**config.mk**
```make
export PLATFORM = sky130hd
export DESIGN_NAME = pipe_ctrl
export DESIGN_NICKNAME = d
export VERILOG_FILES = /design/src/rtl/pipe_ctrl_pkg.sv /design/src/rtl/pipe_ctrl.sv
export SDC_FILE = /design/constraint.sdc
export NUM_CORES = 1
export LEC_CHECK = 0
export CAP_MARGIN = 10
export CELL_PAD_IN_SITES_DETAIL_PLACEMENT = 0
export CELL_PAD_IN_SITES_GLOBAL_PLACEMENT = 1
export CORE_AREA = 5 5 96 98
export DETAILED_ROUTE_END_ITERATION = 16
export DIE_AREA = 0 0 101 103
export GPL_TIMING_DRIVEN = 1
export MAX_ROUTING_LAYER = met4
export PLACE_DENSITY_LB_ADDON = 0.3
export SLEW_MARGIN = 20
export SYNTH_ARGS = -nofsm -noshare
export SYNTH_HDL_FRONTEND = slang
export SYNTH_SLANG_ARGS = --single-unit
export TNS_END_PERCENT = 10
```
**constraint.sdc**
```tcl
create_clock -name clk -period 2.6 [get_ports clk]
set_input_delay 0.65 -clock clk [delete_from_list [all_inputs] [get_ports clk]]
set_output_delay 0.65 -clock clk [all_outputs]
set_load 0.005 [all_outputs]
```
**src/rtl/pipe_ctrl_pkg.sv**
```systemverilog
// pipe_ctrl_pkg: shared CPU defines for exception codes, stall encodings and controller states
package pipe_ctrl_pkg;
   localparam logic [4:0] EXC_NONE = 5'h10;
   localparam logic [4:0] EXC_ERET = 5'h11;
   localparam logic [3:0] STALL_NONE = 4'b0000;
   localparam logic [3:0] STALL_ID = 4'b0111;
   localparam logic [3:0] STALL_EXE = 4'b1111;
   typedef enum logic {RUN, FLUSHED} state_t;
endpackage

```
**src/rtl/pipe_ctrl.sv**
```systemverilog
// pipe_ctrl: pipeline stall/flush control; optional stall watchdog enabled by PIPE_CTRL_WDOG_EN
import pipe_ctrl_pkg::*;
module pipe_ctrl #(
   parameter logic [31:0] EXC_VECTOR = 32'hBFC0_0380,
   parameter logic [7:0] WDOG_LIMIT = 8'd255
) (
   input  logic        clk,
   input  logic        rst,
   input  logic        stallreq_id,
   input  logic        stallreq_exe,
   input  logic [4:0]  mem_exccode,
   input  logic [31:0] cp0_epc,
   output logic [3:0]  stall,
   output logic        flush,
   output logic [31:0] flush_pc,
   output logic [31:0] stall_cnt,
   output logic        wdog_err
);
   state_t state, state_nx;
   logic exc_valid;
   logic [3:0] stall_req;
   always_comb begin
      exc_valid = (state == RUN) && (mem_exccode != EXC_NONE);
      flush = exc_valid;
      flush_pc = !exc_valid ? 32'h0 : (mem_exccode == EXC_ERET) ? cp0_epc : EXC_VECTOR;
      stall_req = (state != RUN || exc_valid) ? STALL_NONE :
                  stallreq_exe ? STALL_EXE : stallreq_id ? STALL_ID : STALL_NONE;
      state_nx = exc_valid ? FLUSHED : RUN;
   end
   always_ff @(posedge clk) begin
      if (rst) begin
         state <= RUN;
         stall_cnt <= 32'h0;
      end else begin
         state <= state_nx;
         if (stall != STALL_NONE) stall_cnt <= stall_cnt + 32'd1;
      end
   end
`ifdef PIPE_CTRL_WDOG_EN
   logic [7:0] wdog_cnt;
   assign stall = (wdog_cnt == WDOG_LIMIT) ? STALL_NONE : stall_req;
   always_ff @(posedge clk) begin
      if (rst) begin
         wdog_cnt <= 8'd0;
         wdog_err <= 1'b0;
      end else begin
         wdog_cnt <= (stall == STALL_NONE || flush) ? 8'd0 : wdog_cnt + 8'd1;
         if (stall != STALL_NONE && wdog_cnt + 8'd1 == WDOG_LIMIT) wdog_err <= 1'b1;
      end
   end
`else
   assign stall = stall_req;
   assign wdog_err = 1'b0;
`endif
endmodule

```
==> impl_metrics.csv <==
group,metric,value,unit
final_layout,nFillCells,859,
place,placed_area,0.003167,mm2
setup_path,cp_slowest_cell,"or4b_4",
pwr,ir_worst_vdd,0.0001367,V
sta,fin_crit_sh,1.002,
yosys,synth-seq-cells,33,
yosys,syn-num-nets,279,
floorplanning,boundaryPins,111,
global_route,grt_usage,0.1241,
yosys,synth_area,0.001843,mm2
clock_tree,clk_pin_slew_worst_paths,0.07,ns
pwr,p_leak,1.269,nW
run_status,status,"finished, violations left",
route,antenna_left,0,
place,gp_congestion,0.7037,
setup_path,critical_path_arrival,1.95,ns
global_route,grt_max_degree,24,
yosys,synthFlopType,"dfxtp_1",
setup_path,cp_slowest_stage_delay,0.54,ns
setup_path,worstSetupStartpointType,"input pin",
yosys,synth_xor_area_frac,0.1093,
sta,final-setup-viol-count,2,
pwr,p_per_area,322.2,mW/mm2
yosys,syn_area_per_cell,7.776,um2
clock_tree,clock-root-buffer,"clkbuf_8",
yosys,synthMuxAreaShare,0.01154,
route,drt-pass1-iter-count,4,
yosys,yosys.area.top_type,"dfxtp_1",
final_layout,layout-drive-gt1-share,0.2426,
sta,slew_violations,0,
clock_tree,htree_levels,2,
route,wirelength,6.502,mm
setup_path,crit_top_cell,"buf_6",
place,dp_hpwl,4.903,mm
sta,setup_tns,-0.005648,ns
yosys,yosysMostFrequentCell,"nor2_1",
yosys,synth_common_cells,"nor2_1, dfxtp_1, xnor2_1",
floorplanning,start_util,0.2199,
place,placed_cells,460,
sta,min_period,2.605,ns
final_layout,synthToLayoutAreaGrowth,78.82,%
clock_tree,clk_latency,0.29,ns
setup_path,cp_num_buf_inv,3,
clock_tree,cts_buffer_depth,2,
yosys,synth_edf_count,0,
floorplanning,die_width,101,um
sta,worst_slack,-0.004658,ns
final_layout,post-route-util,0.3933,
yosys,synth-compound-area-share,0.04820,
sta,hold_viol,0,
final_layout,stdcell_count,479,
place,io_buffers,109,
clock_tree,cts_tree,"yes",
setup_path,cp_max_fo,5,
yosys,synthSimpleGateAreaFrac,0.4162,
yosys,ys_warn_count,0,
route,first_iter_violations,44,
yosys,ys_types,38,
clock_tree,clock_sinks,33,
global_route,grt_first_pass_wirelength,9.936,mm
floorplanning,std_cell_rows,34,
sta,timing.fmax,0.3839,GHz
sta,clock_skew,0.003345,ns
setup_path,cp_top_family,"simple AND/OR/NAND/NOR gates",
yosys,synthCells,237,
yosys,synthAdderAreaFrac,0.006789,
flow_run,maxCapViolations,0,
clock_tree,cts_buffers,5,
final_layout,diodes,0,
worst_hold_path,hp-class,"flip-flop to flip-flop",
yosys,synth_top_family_by_area,"simple AND/OR/NAND/NOR gates",
final_layout,design_area,0.003296,mm2
setup_path,crit_path_end_kind,"output port",
sta,rsz0062_at_grt,"yes",
floorplanning,coreArea,0.008381,mm2
yosys,synth_top_area_share,0.3585,
route,via_per_inst,4.296,
global_route,grt_pass1_vias,1986,
global_route,antenna_found_initial,0,
place,dp_slack,-1.164,ns
setup_path,required,1.95,ns
floorplanning,die_area,0.01040,mm2
floorplanning,die_h,103,um
route,dr_total_vias,2058,
global_route,grt_overflow,0,
yosys,ys_top_cells_by_area,"dfxtp_1, nor2_1, xnor2_1",
yosys,yosysSeqAreaShare,0.3585,
run_status,failed_checks,"setup timing",
route,drc,0,
final_layout,fin_nets,412,
route,wl_per_cell,13.57,um
setup_path,crit_type,"input pin to output port",
yosys,async_reset_ff_frac,0,
setup_path,path_cells,"buf_6, or4b_4, nor2_1, or2_4, buf_6, nor2_4, and2_1, buf_2",
[worst reg2reg max path: stages, from the launching register on]
cell     delay (ns)
dfxtp_1        0.43
and4_1         0.30
nand4_1        0.24
or4_1          0.60
or3_1          0.35
a21oi_1        0.14
[power by group]
part	internal, mW	switching, mW
registers	0.507	0.000864
logic	0.107	0.0643
clock network	0.186	0.197
total	0.799	0.263
[sequential cells by signal, indices dropped and copies added, names as in the netlist]
register   flops
stall_cnt     32
state          1
[cells by family (layout without fill, tap and decap cells)]
logic type	after synthesis	count (layout)
AOI/OAI and AO/OA	15	15
buffers and inverters	20	151
muxes	2	2
and+or+nand+nor	142	145
adders and majority gates	1	1
other	1	1
xor gates and xnor gates	23	23
DFF	33	33
[worst paths after layout]
| path | endpoint | cells after the start | from | slack [ns] |
|---|---|---|---|---|
| worst min register to register | stall_cnt[27] | 2 | stall_cnt[27] | 0.51 |
| worst min-delay path | stall_cnt[27] | 2 | stall_cnt[27] | 0.51 |
| worst max register to register | stall_cnt[27] | 5 | stall_cnt[10] | 0.47 |
| worst max-delay path | flush_pc[1] | 8 | mem_exccode[2] | -0.005 |
[through the flow]
step | total power [mW] | hold WS [ns]
after global placement | 0.6840 | 0.4821
after global routing | 1.108 | 0.5373
after floorplan | 0.5596 | 0.4830
after detailed placement | 0.6837 | 0.4995
after CTS | 1.078 | 0.5121
final | 1.062 | 0.5063
[final cells by class]
| cell class | instances | area [um2] | area share |
|---|---|---|---|
| timing repair buffer | 137 | 1221 | 0.3705 |
| tap | 108 | 135.1 | 0.04100 |
| clock buffer | 6 | 72.57 | 0.02202 |
| multi-input combinational | 187 | 1174 | 0.3561 |
| inverter | 6 | 22.52 | 0.006834 |
| sequential | 33 | 660.6 | 0.2005 |
| clock inverter | 2 | 10.01 | 0.003037 |
[metal layers]
metal,vias up,GRT usage,share of wire
li1,1064,-,-
met1,930,0.1537,0.44
met2,51,0.1919,0.49
met3,13,0.03315,0.060
met4,0,0.05010,0.017
met5,-,-,0
[placed cells by master, fill, tap and decap left out, types with 6 or more instances in the layout]
cell type	Yosys	routed
clkdlybuf4s50_1	0	67
dfxtp_1	33	33
buf_4	3	21
buf_2	0	24
and2_4	0	6
buf_6	0	17
and2_1	20	14
nor2_1	55	54
nand2_1	10	9
nor3_1	10	10
nand3_1	9	9
xnor2_1	22	22
a21oi_1	6	6
inv_1	6	6
[timing repair]
action	4_1_cts	5_1_grt
gates resized for setup	178	10
gates cloned	3	0
buffers inserted	7	1
pin swaps	27	4
hold buffers	0	0
endpoints found under the setup margin	41	38
(Power assumes the default switching activity.)
